**src/rtl/cp0_int_ctrl_pkg.sv**
```systemverilog
// Shared CP0 constants: register numbers, SR/Cause field positions,
// exception codes and device address map.
package cp0_int_ctrl_pkg;

   localparam logic [4:0] CP0_SR    = 5'd12;
   localparam logic [4:0] CP0_CAUSE = 5'd13;
   localparam logic [4:0] CP0_EPC   = 5'd14;
   localparam logic [4:0] CP0_PRID  = 5'd15;

   localparam int SR_IE    = 0;
   localparam int SR_EXL   = 1;
   localparam int SR_IM_LO = 10;
   localparam int SR_IM_HI = 15;

   localparam int CA_EXC_LO = 2;
   localparam int CA_EXC_HI = 6;
   localparam int CA_IP_LO  = 10;
   localparam int CA_IP_HI  = 15;
   localparam int CA_BD     = 31;

   localparam logic [4:0] EXC_INT  = 5'd0;
   localparam logic [4:0] EXC_ADEL = 5'd4;
   localparam logic [4:0] EXC_ADES = 5'd5;
   localparam logic [4:0] EXC_RI   = 5'd10;
   localparam logic [4:0] EXC_OV   = 5'd12;

   localparam logic [31:0] DEV_TIMER0_BASE = 32'h0000_7F00;
   localparam logic [31:0] DEV_TIMER1_BASE = 32'h0000_7F10;

   localparam logic [31:0] DEF_PRID       = 32'h0000_B0A7;
   localparam logic [31:0] DEF_HANDLER_PC = 32'h0000_4180;

endpackage

```
**src/rtl/cp0_int_ctrl_if.sv**
```systemverilog
// Commit-stage <-> CP0 bundle: mfc0/mtc0 access, exception inputs,
// and the flush/redirect outputs.
interface cp0_int_ctrl_if;

   logic [4:0]  rd_addr;
   logic [4:0]  wr_addr;
   logic        wr_en;
   logic [31:0] wr_data;
   logic [31:0] pc_in;
   logic        bd_in;
   logic [4:0]  exc_code;
   logic        eret;
   logic [5:0]  hw_int;
   logic [31:0] rd_data;
   logic [31:0] epc_out;
   logic        req;
   logic [31:0] exc_entry_pc;

   modport master (
      output rd_addr, wr_addr, wr_en, wr_data,
      output pc_in, bd_in, exc_code, eret, hw_int,
      input  rd_data, epc_out, req, exc_entry_pc
   );

   modport slave (
      input  rd_addr, wr_addr, wr_en, wr_data,
      input  pc_in, bd_in, exc_code, eret, hw_int,
      output rd_data, epc_out, req, exc_entry_pc
   );

endinterface

```
**src/rtl/cp0_int_ctrl_req_logic.sv**
```systemverilog
// Combinational request decision: interrupt/exception pending and
// the ExcCode to latch, with interrupts ahead of exceptions.
module cp0_int_ctrl_req_logic
   import cp0_int_ctrl_pkg::*;
(
   input  logic [5:0] i_hw_int,
   input  logic [5:0] i_im,
   input  logic       i_ie,
   input  logic       i_exl,
   input  logic [4:0] i_exc_code,
   output logic       o_int_pend,
   output logic       o_exc_pend,
   output logic [4:0] o_exc_sel
);

   assign o_int_pend = (|(i_hw_int & i_im)) & i_ie & ~i_exl;
   assign o_exc_pend = (i_exc_code != EXC_INT) & ~i_exl;
   assign o_exc_sel  = o_int_pend ? EXC_INT : i_exc_code;

endmodule

```
**src/rtl/cp0_int_ctrl.sv**
```systemverilog
// CP0 exception/interrupt controller: SR, Cause, EPC, PRId and the
// same-cycle flush request for the commit stage.
module cp0_int_ctrl
   import cp0_int_ctrl_pkg::*;
#(
   parameter logic [31:0] PRID       = DEF_PRID,
   parameter logic [31:0] HANDLER_PC = DEF_HANDLER_PC
) (
   input logic         clk,
   input logic         reset,
   cp0_int_ctrl_if.slave bus
);

   logic [5:0]  r_im;
   logic        r_exl;
   logic        r_ie;
   logic        r_bd;
   logic [5:0]  r_ip;
   logic [4:0]  r_exc;
   logic [31:0] r_epc;

   logic        w_int_pend;
   logic        w_exc_pend;
   logic        w_req;
   logic [4:0]  w_exc_sel;
   logic [31:0] w_epc_next;
   logic [31:0] w_sr;
   logic [31:0] w_cause;
   logic        w_wr_sr;
   logic        w_wr_epc;

   cp0_int_ctrl_req_logic u_req (
      .i_hw_int   (bus.hw_int),
      .i_im       (r_im),
      .i_ie       (r_ie),
      .i_exl      (r_exl),
      .i_exc_code (bus.exc_code),
      .o_int_pend (w_int_pend),
      .o_exc_pend (w_exc_pend),
      .o_exc_sel  (w_exc_sel)
   );

   assign w_req      = w_int_pend | w_exc_pend;
   assign w_epc_next = bus.bd_in ? (bus.pc_in - 32'd4) : bus.pc_in;
   assign w_wr_sr    = bus.wr_en & (bus.wr_addr == CP0_SR);
   assign w_wr_epc   = bus.wr_en & (bus.wr_addr == CP0_EPC);

   always_ff @(posedge clk) begin
      if (reset) begin
         r_im  <= '0;
         r_exl <= 1'b0;
         r_ie  <= 1'b0;
         r_bd  <= 1'b0;
         r_ip  <= '0;
         r_exc <= '0;
         r_epc <= '0;
      end else begin
         r_ip <= bus.hw_int;
         if (w_req) begin
            r_exl <= 1'b1;
            r_bd  <= bus.bd_in;
            r_epc <= {w_epc_next[31:2], 2'b00};
            r_exc <= w_exc_sel;
         end else begin
            if (w_wr_sr) begin
               r_im  <= bus.wr_data[SR_IM_HI:SR_IM_LO];
               r_exl <= bus.wr_data[SR_EXL];
               r_ie  <= bus.wr_data[SR_IE];
            end
            if (w_wr_epc)
               r_epc <= {bus.wr_data[31:2], 2'b00};
            // eret is ordered after an SR write in the same cycle
            if (bus.eret)
               r_exl <= 1'b0;
         end
      end
   end

   always_comb begin
      w_sr = '0;
      w_sr[SR_IM_HI:SR_IM_LO] = r_im;
      w_sr[SR_EXL] = r_exl;
      w_sr[SR_IE]  = r_ie;
   end

   always_comb begin
      w_cause = '0;
      w_cause[CA_BD] = r_bd;
      w_cause[CA_IP_HI:CA_IP_LO] = r_ip;
      w_cause[CA_EXC_HI:CA_EXC_LO] = r_exc;
   end

   always_comb begin
      bus.rd_data = '0;
      case (bus.rd_addr)
         CP0_SR:    bus.rd_data = w_sr;
         CP0_CAUSE: bus.rd_data = w_cause;
         CP0_EPC:   bus.rd_data = r_epc;
         CP0_PRID:  bus.rd_data = PRID;
         default:   bus.rd_data = '0;
      endcase
   end

   assign bus.epc_out      = r_epc;
   assign bus.req          = w_req;
   assign bus.exc_entry_pc = w_req ? HANDLER_PC : 32'h0;

endmodule

```
**src/flat_wrapper.sv**
```systemverilog
// flat-port wrapper written by rule: the top's interface ports become plain ports
module cp0_int_ctrl_flat import cp0_int_ctrl_pkg::*;
#(
   parameter logic [31:0] PRID       = DEF_PRID,
   parameter logic [31:0] HANDLER_PC = DEF_HANDLER_PC
)
  (clk, reset, bus_rd_addr, bus_wr_addr, bus_wr_en, bus_wr_data, bus_pc_in, bus_bd_in, bus_exc_code, bus_eret, bus_hw_int, bus_rd_data, bus_epc_out, bus_req, bus_exc_entry_pc);
  cp0_int_ctrl_if bus_i ();
  input logic clk;
  input logic reset;
  input wire logic [$bits(bus_i.rd_addr)-1:0] bus_rd_addr;
  input wire logic [$bits(bus_i.wr_addr)-1:0] bus_wr_addr;
  input wire logic [$bits(bus_i.wr_en)-1:0] bus_wr_en;
  input wire logic [$bits(bus_i.wr_data)-1:0] bus_wr_data;
  input wire logic [$bits(bus_i.pc_in)-1:0] bus_pc_in;
  input wire logic [$bits(bus_i.bd_in)-1:0] bus_bd_in;
  input wire logic [$bits(bus_i.exc_code)-1:0] bus_exc_code;
  input wire logic [$bits(bus_i.eret)-1:0] bus_eret;
  input wire logic [$bits(bus_i.hw_int)-1:0] bus_hw_int;
  output wire logic [$bits(bus_i.rd_data)-1:0] bus_rd_data;
  output wire logic [$bits(bus_i.epc_out)-1:0] bus_epc_out;
  output wire logic [$bits(bus_i.req)-1:0] bus_req;
  output wire logic [$bits(bus_i.exc_entry_pc)-1:0] bus_exc_entry_pc;
  assign bus_i.rd_addr = bus_rd_addr;
  assign bus_i.wr_addr = bus_wr_addr;
  assign bus_i.wr_en = bus_wr_en;
  assign bus_i.wr_data = bus_wr_data;
  assign bus_i.pc_in = bus_pc_in;
  assign bus_i.bd_in = bus_bd_in;
  assign bus_i.exc_code = bus_exc_code;
  assign bus_i.eret = bus_eret;
  assign bus_i.hw_int = bus_hw_int;
  assign bus_rd_data = bus_i.rd_data;
  assign bus_epc_out = bus_i.epc_out;
  assign bus_req = bus_i.req;
  assign bus_exc_entry_pc = bus_i.exc_entry_pc;
  cp0_int_ctrl #(.PRID(PRID), .HANDLER_PC(HANDLER_PC)) u_core (.clk(clk), .reset(reset), .bus(bus_i));
endmodule
```
**config.mk**
```make
export PLATFORM = sky130hd
export DESIGN_NAME = cp0_int_ctrl_flat
export DESIGN_NICKNAME = d
export VERILOG_FILES = /design/src/rtl/cp0_int_ctrl_pkg.sv /design/src/rtl/cp0_int_ctrl_if.sv /design/src/rtl/cp0_int_ctrl_req_logic.sv /design/src/rtl/cp0_int_ctrl.sv /design/src/flat_wrapper.sv
export SDC_FILE = /design/constraint.sdc
export NUM_CORES = 1
export LEC_CHECK = 0
export CORE_ASPECT_RATIO = 0.6
export CORE_MARGIN = 5
export CORE_UTILIZATION = 38
export DETAILED_ROUTE_END_ITERATION = 7
export GPL_TIMING_DRIVEN = 0
export PLACE_DENSITY = 0.76
export SLEW_MARGIN = 20
export SYNTH_ARGS = -nofsm -noshare
export SYNTH_HDL_FRONTEND = slang
export SYNTH_SLANG_ARGS = --single-unit
```
**constraint.sdc**
```tcl
create_clock -name clk -period 2.19 [get_ports clk]
set_clock_uncertainty 0.1 [all_clocks]
set_input_delay 0.3285 -clock clk [delete_from_list [all_inputs] [get_ports clk]]
set_output_delay 0.3285 -clock clk [all_outputs]
set_load 0.02 [all_outputs]
```
=== After elaboration in Yosys (flattened, before gate mapping) ===
Cells that the tools add are included.

* Output and inout bits: 97
* Word-level logic and storage cells: 37
* Register bits after elaboration: 50
* Input bits: 90

* Bitwise gates (word level): 9
* Add/sub/neg operators: 1
* Muxes and demuxes: 9
* Equal/unequal tests: 6
* Reductions and logical operators: 5

{| class="wikitable"
|+ Operators by type and width
! kind !! count
|-
| 32-bit one-hot mux with 4 select lines || 1
|-
| 32-bit 2-to-1 mux || 3
|-
| 32-bit by 3-bit subtractor with 32-bit output (second input constant) || 1
|-
| 5-bit by 4-bit equality test with 1-bit output (second input constant) || 6
|-
| 15-bit 2-to-1 mux || 1
|-
| 6-bit bitwise AND || 1
|-
| 6-bit OR reduction || 1
|-
| 1-bit bitwise AND || 5
|-
| 5-bit 2-to-1 mux || 1
|-
| 5-bit nonzero test || 1
|-
| 1-bit 2-to-1 mux || 3
|-
| 3-bit nonzero test || 1
|-
| 1-bit NOT || 2
|-
| 2-bit AND reduction || 1
|-
| 2-bit nonzero test || 1
|-
| 1-bit OR || 1
|}

=== Logic depth before layout (Yosys ltp) ===
Gate-level depths: netlist of the first run.

* Depth after elaboration: 7
* Mapped depth: 7
* Depth with buffers taken out: 6

=== Cells and area by module ===
Synthesis of the first run repeated with hierarchy kept, for this count alone.

* Cell total of the unflattened synthesis: 453
* Area, all modules: 3,540.9 um2

{| class="wikitable"
|+ By module, submodules not included
! module !! area an instance (um2) !! cells each !! sequential area each (um2) !! times used
|-
| cp0_int_ctrl || 3,438.3 || 440 || 1,001.0 || 1
|-
| cp0_int_ctrl_req_logic || 102.6 || 13 || 0.0 || 1
|}

=== Worst setup path after synthesis of the first run ===
No wires, ideal clock.

* Kind: input -> register
* From: in bus_pc_in[14]
* To: reg u_core.r_epc[23], in the netlist u_core.bus.epc_out[23]
* Stages on the path: 6
* Arrival time: 2.221 ns
* Setup time: 0.074 ns
* Setup slack: -0.205 ns
* Required time: 2.016 ns
* Cells stage by stage: or4_1 -> buf_2 -> or4_1 -> clkbuf_2 -> or4_1 -> a31oi_1

* Longest elaborated chain between the ends: 3

{| class="wikitable"
|+ Ends and longest elaborated chain
! element !! RTL line !! RTL
|-
| start: declaration || flat_wrapper.sv:15 || <nowiki>input wire logic [$bits(bus_i.pc_in)-1:0] bus_pc_in;</nowiki>
|-
| 32-bit by 3-bit subtractor with 32-bit output || cp0_int_ctrl.sv:44 || <nowiki>assign w_epc_next = bus.bd_in ? (bus.pc_in - 32'd4) : bus.pc_in;</nowiki>
|-
| 32-bit 2-to-1 mux || cp0_int_ctrl.sv:44 ||
|-
| 32-bit 2-to-1 mux || cp0_int_ctrl.sv:59 || <nowiki>if (w_req) begin</nowiki>
|-
| end signal: assignment || cp0_int_ctrl.sv:62 || <nowiki>r_epc <= {w_epc_next[31:2], 2'b00};</nowiki>
|-
| end signal: assignment || cp0_int_ctrl.sv:71 || <nowiki>r_epc <= {bus.wr_data[31:2], 2'b00};</nowiki>
|-
| end: declaration || cp0_int_ctrl.sv:20 || <nowiki>logic [31:0] r_epc;</nowiki>
|}

No other way between the ends.
A chain may end at the register's enable or synchronous reset.

=== Final worst setup path of the first run ===
* From: reg u_core.r_im[0]
* To: out bus_exc_entry_pc[7]

* Longest elaborated chain between the ends: 6

{| class="wikitable"
|+ Ends and longest elaborated chain
! element !! RTL line !! RTL
|-
| start: declaration || cp0_int_ctrl.sv:14 || <nowiki>logic [5:0] r_im;</nowiki>
|-
| start signal: assignment || cp0_int_ctrl.sv:66 || <nowiki>r_im <= bus.wr_data[SR_IM_HI:SR_IM_LO];</nowiki>
|-
| 6-bit bitwise AND || cp0_int_ctrl_req_logic.sv:16 || <nowiki>assign o_int_pend = (|(i_hw_int & i_im)) & i_ie & ~i_exl;</nowiki>
|-
| 6-bit OR reduction || cp0_int_ctrl_req_logic.sv:16 ||
|-
| 1-bit bitwise AND (2 in a row) || cp0_int_ctrl_req_logic.sv:16 ||
|-
| 1-bit OR || cp0_int_ctrl.sv:43 || <nowiki>assign w_req = w_int_pend | w_exc_pend;</nowiki>
|-
| 15-bit 2-to-1 mux || cp0_int_ctrl.sv:106 || <nowiki>assign bus.exc_entry_pc = w_req ? HANDLER_PC : 32'h0;</nowiki>
|-
| end: declaration || flat_wrapper.sv:23 || <nowiki>output wire logic [$bits(bus_i.exc_entry_pc)-1:0] bus_exc_entry_pc;</nowiki>
|}

No other way between the ends.

==> impl_metrics.py, run 1 <==
metrics = {
    "logic_synthesis": {
        "synth-xor-area-share_pct": 1.59,
        "synth-edff-count": 0,
        "synth_simple_gate_area_share_pct": 28.1,
        "ys_types": 49,
        "netlist_area_um2": 3850,
        "ys_seq_elements": 50,
        "async_flop_share_pct": 0,
        "seq_area_frac_synth_pct": 26.0,
        "synthCells": 483,
        "ys.flop_type": "dfxtp_1",
        "synth_compound_area_share_pct": 25.7,
        "synth_top_family_by_area": "simple AND/OR/NAND/NOR gates",
        "synth.mux.area_fraction_pct": 5.47,
        "yosysWarnings": 0,
        "synthAdderAreaFrac_pct": 0.325,
        "syn_area_per_cell_um2": 7.96,
    },
    "timing": {
        "period_share_pct": 99.4,
        "min_period_ps": 2180,
        "setup_violations": 0,
        "tightest_slew_ps": 660,
        "max_slew_margin_pct": 56.0,
        "max_freq_ghz": 0.459,
        "setup_tns_ps": 0,
        "slew_violations": 0,
        "hold_viol": 0,
    },
    "worst_setup_path": {
        "cpLargestDelayFamily": "compound AO/OA/AOI/OAI gates",
        "reg2reg_to": "u_core.bus.epc_out[27]",
        "cpMaxStageDelayCell": "a311oi_2",
        "reg2regPathDepth": 6,
        "crit_path_max_fanout": 5,
        "max_stage_delay_ps": 450,
        "critPathBufInv": 4,
        "r2r-start": "u_core.r_im[0]",
        "crit_type": "reg2out",
        "r2r_slack_ps": 20,
        "required_ps": 1760,
        "crit_arrival_ps": 1750,
        "critPathCaptureType": "output port",
        "critPathLaunchType": "flop",
        "crit_chain": "a22oi_2, a311oi_2, nor2_2, inv_2, clkbuf_8, buf_4, buf_2",
    },
    "grt": {
        "top_usage_layer": "met2",
        "grt_pass1_wl_um": 25600,
        "grt_use_met1_pct": 37.5,
        "antenna_found_initial": 0,
        "grtUsageMet2_pct": 39.8,
        "grtUsageMet3_pct": 8.46,
        "grt_util_all_layers_pct": 26.2,
        "overflow": 0,
        "grt_max_degree": 17,
        "grt_pass1_vias": 4573,
    },
    "drt": {
        "drtAntennaViolNets": 0,
        "drcViolationCount": 0,
        "vias": 4817,
        "first_pass_iters": 5,
        "wirelength_um": 17000,
        "via_per_inst": 5.87,
        "drt_iter0_drc": 452,
        "routedWlPerCell_um": 20.7,
    },
    "layout": {
        "finalInstanceArea_um2": 6160,
        "mostFrequentLayoutCells": "clkdlybuf4s50_1 (77), buf_4 (57), dfxtp_1 (46), conb_1 (31), clkbuf_1 (29)",
        "layout.nets": 775,
        "antenna_cells": 0,
        "syn2layout_area_growth_pct": 60.1,
        "layout-drive-gt1-share_pct": 27.3,
        "layout_commonest_cell": "clkdlybuf4s50_1",
        "utilization_pct": 62.3,
    },
    "cts": {
        "numCtsBuffers": 5,
        "clockBufferDepth": 2,
        "htree_levels": 2,
        "cts_tree": "yes",
        "clock-sinks": 50,
        "cts-root-buf": "clkbuf_16",
        "clk_pin_slew_worst_paths_ps": 70,
        "clk_latency_ps": 290,
    },
    "floorplanning": {
        "rows": 28,
        "die_w_um": 140,
        "ioPinCount": 187,
        "dieArea_um2": 12300,
        "initial_core_util_pct": 38.9,
        "core_area_um2": 9880,
        "die_h_um": 87.9,
    },
    "run_status": {
        "status": "finished, final reports clean",
    },
    "hold_path": {
        "holdPathStages": 3,
        "min-delay-start": "bus_pc_in[17]",
        "min_to": "u_core.bus.epc_out[17]",
        "hold_class": "in2reg",
    },
    "run": {
        "drv_cap": 0,
    },
    "pwr": {
        "power.density_nw_per_um2": 473,
        "vdd_ir_drop_max_uv": 457,
        "p_leak_nw": 2.37,
    },
    "placed_design": {
        "port_buffers": 148,
        "place_hpwl_um": 12800,
        "gp_congestion": 0.896,
        "placed_area_um2": 5640,
    },
}
==> cell families (layout without fill, tap and decap cells) <==
logic type	count (synthesis)	after routing
xor+xnor	7	7
simple gates	177	177
flops	50	50
fa+ha+maj	1	1
buf+inv	95	267
other cells	1	31
mux	21	21
compound gates	131	131
==> report_power, final <==
group	internal [mW]	switching (mW)
combinational	0.440	0.508
clock	0.540	0.381
sequential	0.978	0.0681
==> repair_timing <==
| action | in CTS | in global routing |
|---|---|---|
| gates resized for setup | 223 | 66 |
| gates cloned | 1 | 0 |
| hold buffers | 0 | 0 |
| endpoints found under the setup margin | 72 | 59 |
| buffers inserted | 16 | 2 |
| pin swaps | 16 | 9 |
==> metrics by stage <==
stage | setup slack, ps | power [mW] | instances | hold WS (ps)
after detailed placement | -1370 | 1.94 | 797 | 369
after global placement | -1270 | 1.92 | 796 | 360
after floorplan | -203 | 1.51 | 513 | 343
after CTS | -6.08 | 2.86 | 819 | 319
after global routing | -0.434 | 3.00 | 820 | 288
final | 12.7 | 2.91 | 820 | 277
==> registers in the layout (all words and copies together) (netlist names) <==
register            cells
u_core.bus.epc_out     30
u_core.r_ie             1
u_core.r_exl            1
u_core.r_exc            5
u_core.r_im             6
u_core.r_bd             1
u_core.r_ip             6
==> how the worst max path moves through the flow <==
stage,startpoint,cells after the start,to
floorplan,bus_pc_in[14],6,u_core.bus.epc_out[23]
global placement,bus_rd_addr[0],6,bus_rd_data[26]
detailed placement,bus_rd_addr[0],6,bus_rd_data[24]
global route,u_core.r_im[0],7,bus_exc_entry_pc[7]
finish,u_core.r_im[0],7,bus_exc_entry_pc[7]
CTS,bus_rd_addr[4],7,bus_rd_data[26]
==> per-layer routing <==
layer | up-vias | part of all wire (%)
li1 | 2185 | -
met1 | 2299 | 45
met2 | 317 | 42
met3 | 16 | 12
met4 | 0 | 0.85
met5 | - | 0
==> final cells by class <==
class / instances / area [µm²]
Clock inverter: 3 / 45.0
Clock buffer: 5 / 125
Sequential cell: 50 / 1010
Buffer: 79 / 477
Multi-Input combinational cell: 368 / 2790
Tap cell: 135 / 169
Fill cell: 861 / 3720
Timing Repair Buffer: 168 / 1500
Inverter: 12 / 45.0
==> cells in the mapped netlist (11+ instances only) <==
cell | instances | area share (%)
dfxtp_1 | 50 | 26
clkbuf_1 | 47 | 4.6
buf_4 | 34 | 6.6
o31a_1 | 23 | 5.2
a211oi_1 | 22 | 4.3
nand2_1 | 22 | 2.1
mux2i_1 | 21 | 5.5
nor2_1 | 21 | 2.0
nor4_1 | 19 | 3.1
nor4b_1 | 19 | 4.3
and2_1 | 18 | 2.9
o41ai_1 | 16 | 3.6
a21oi_1 | 15 | 2.0
or4_1 | 15 | 2.9
a31oi_1 | 14 | 2.3
inv_1 | 12 | 1.2
nor2b_1 | 12 | 2.0
o31ai_1 | 11 | 2.1
==> worst reg2reg max path: cells and delay by family, from the launching register on <==
family | cells | cell delay, ps
buffers and inverters | 2 | 710
AOI/OAI and AO/OA | 4 | 940
DFF | 1 | 340
No activity file was read; power rests on OpenSTA's default activity.
==> run 2: changes to the inputs <==
ABC_CLOCK_PERIOD_IN_PS = 2190   (was unset)
CTS_CLUSTER_SIZE = 8   (was unset)
==> results of run 2 <==
No change in the layout: final DEF, timing and power equal those of run 1.
==> run 3: changes to the inputs <==
GPL_ROUTABILITY_DRIVEN = 0   (was unset)
==> run 3 against run 2 <==
Effect of this change: the flow now finishes with violations (setup timing); core utilization up 0.19 points; final area is 0.30% higher; die area is the same; non-clock buffer count down 1; hold slack gained 16 ps; combinational power hardly changed; global-route usage is 0.44 points lower; sequential share of layout area hardly changed; first-iteration DRC count increased by 23%.
==> impl_metrics.py, run 3 (synthesized netlist as in run 1, its figures left out) <==
metrics = {
    "cts": {
        "ctsHoldBuffers": 0,
        "clk_pin_slew_worst_paths_ps": 60,
        "clockBufferDepth": 2,
        "clock-sinks": 50,
        "clk_latency_ps": 300,
        "cts_tree": "yes",
        "numCtsBuffers": 5,
        "htree_levels": 2,
        "cts-root-buf": "clkbuf_16",
    },
    "pwr": {
        "p_sw_share_pct": 32.3,
        "combPwrFrac_pct": 32.7,
        "switchingPower_mw": 0.935,
        "power.share.clock_pct": 31.1,
        "power.density_nw_per_um2": 468,
        "vdd_ir_drop_max_uv": 300,
        "p_leak_nw": 2.35,
        "seqPwrFrac_pct": 36.2,
        "internal_power_mw": 1.96,
    },
    "drt": {
        "via_per_inst": 5.88,
        "routedWlPerCell_um": 20.7,
        "drcViolationCount": 0,
        "first_pass_iters": 5,
        "drtAntennaViolNets": 0,
        "vias": 4814,
        "drt_iter0_drc": 557,
        "wirelength_um": 17000,
    },
    "layout": {
        "layout_commonest_cell": "clkdlybuf4s50_1",
        "layout-drive-gt1-share_pct": 28.1,
        "layout.nets": 774,
        "antenna_cells": 0,
        "instances_no_fill": 819,
        "n_fill_cell": 841,
        "syn2layout_area_growth_pct": 60.6,
        "mostFrequentLayoutCells": "clkdlybuf4s50_1 (83), buf_4 (53), dfxtp_1 (46), conb_1 (31), clkbuf_1 (27)",
        "largest_reg_flops": 30,
        "utilization_pct": 62.5,
        "finalInstanceArea_um2": 6180,
    },
    "worst_setup_path": {
        "critPathBufInv": 3,
        "required_ps": 2250,
        "max_stage_delay_ps": 610,
        "crit_chain": "clkdlybuf4s50_1, nor4_2, a21oi_2, buf_4, clkbuf_1, o41ai_1, a31oi_1",
        "critPathLaunchType": "input port",
        "cpLargestDelayFamily": "buffers and inverters",
        "crit_type": "in2reg",
        "cpMaxStageDelayCell": "o41ai_1",
        "crit_path_max_fanout": 10,
        "crit_arrival_ps": 2310,
        "critPathCaptureType": "flop",
    },
    "run_status": {
        "violations": "setup timing",
        "status": "finished with violations",
    },
    "timing": {
        "max_slew_margin_pct": 59.8,
        "layout_setup_ws_ps": -69.9,
        "period_share_pct": 103,
        "tightest_slew_ps": 603,
        "rsz0062_at_grt": "true",
        "hold_viol": 0,
        "max_freq_ghz": 0.442,
        "slew_violations": 0,
        "setup_violations": 4,
        "min_period_ps": 2260,
        "whs_ps": 293,
        "setup_tns_ps": -99.6,
    },
    "grt": {
        "grtUsageMet3_pct": 9.44,
        "top_usage_layer": "met2",
        "antenna_found_initial": 1,
        "grt_pass1_wl_um": 25100,
        "grt_use_met1_pct": 35.2,
        "grt_util_all_layers_pct": 25.8,
        "grtUsageMet2_pct": 39.2,
        "overflow": 0,
        "grt_max_degree": 16,
        "grt_pass1_vias": 4578,
    },
    "floorplanning": {
        "ioPinCount": 187,
        "initial_core_util_pct": 38.9,
        "die_w_um": 140,
        "rows": 28,
        "dieArea_um2": 12300,
        "core_area_um2": 9880,
        "die_h_um": 87.9,
    },
    "placed_design": {
        "place_hpwl_um": 12600,
        "dp.cells": 796,
        "placed_area_um2": 5630,
        "port_buffers": 148,
    },
    "hold_path": {
        "hold_class": "in2reg",
    },
    "run": {
        "drv_cap": 0,
    },
}
run 3: final timing paths:
path	slack, ps	depth (start not counted)	startpoint	endpoint
setup / recovery	-70	7	bus_exc_code[0]	u_core.bus.epc_out[21]
hold / removal	290	3	bus_pc_in[22]	u_core.bus.epc_out[22]
setup reg to reg	70	6	u_core.r_im[0]	u_core.bus.epc_out[21]
hold reg to reg	380	2	u_core.r_im[2]	u_core.r_im[2]
run 3: power groups by stage:
stage,logic (mW),clock network [mW],registers [mW]
2_1_floorplan,0.411,0,1.10
3_3_place_gp,0.859,0,1.06
3_5_place_dp,0.873,0,1.06
4_1_cts,0.905,0.894,1.04
5_1_grt,1.00,0.939,1.05
6_report,0.946,0.898,1.05
run 3: per-layer routing:
metal / vias up / routed length, µm / part of all wire, %
li1: 2187 / - / -
met1: 2251 / 7280 / 43
met2: 344 / 7290 / 43
met3: 30 / 2130 / 13
met4: 2 / 252 / 1.5
met5: - / 11 / 0.065
run 3: worst min-delay path: stages:
cell and delay, ps:
dlymetal6s2s_1 160, o31ai_1 80, a31oi_1 80
run 3: repair_timing:
item	4_1_cts	5_1_grt
setup endpoints to repair	79	58
pin swaps	16	9
cloned	0	1
resized for setup	183	90
setup buffers	14	4
hold endpoints to repair	0	0
run 3: stage by stage:
step                setup WS (ps)  power [mW]
floorplan                    -203        1.51
global placement            -1350        1.92
detailed placement          -1400        1.93
CTS                         -14.5        2.84
global route                 -102        2.99
finish                      -69.9        2.89
run 3: layout make-up:
cell class / count / area (µm²) / area share, %
inverter: 12 / 45.0 / 0.729
clock buffer: 5 / 125 / 2.03
multi-input combinational: 368 / 2820 / 45.7
sequential: 50 / 1010 / 16.3
tap: 135 / 169 / 2.73
clock inverter: 3 / 40.0 / 0.648
buffer: 79 / 478 / 7.74
timing repair buffer: 167 / 1490 / 24.1
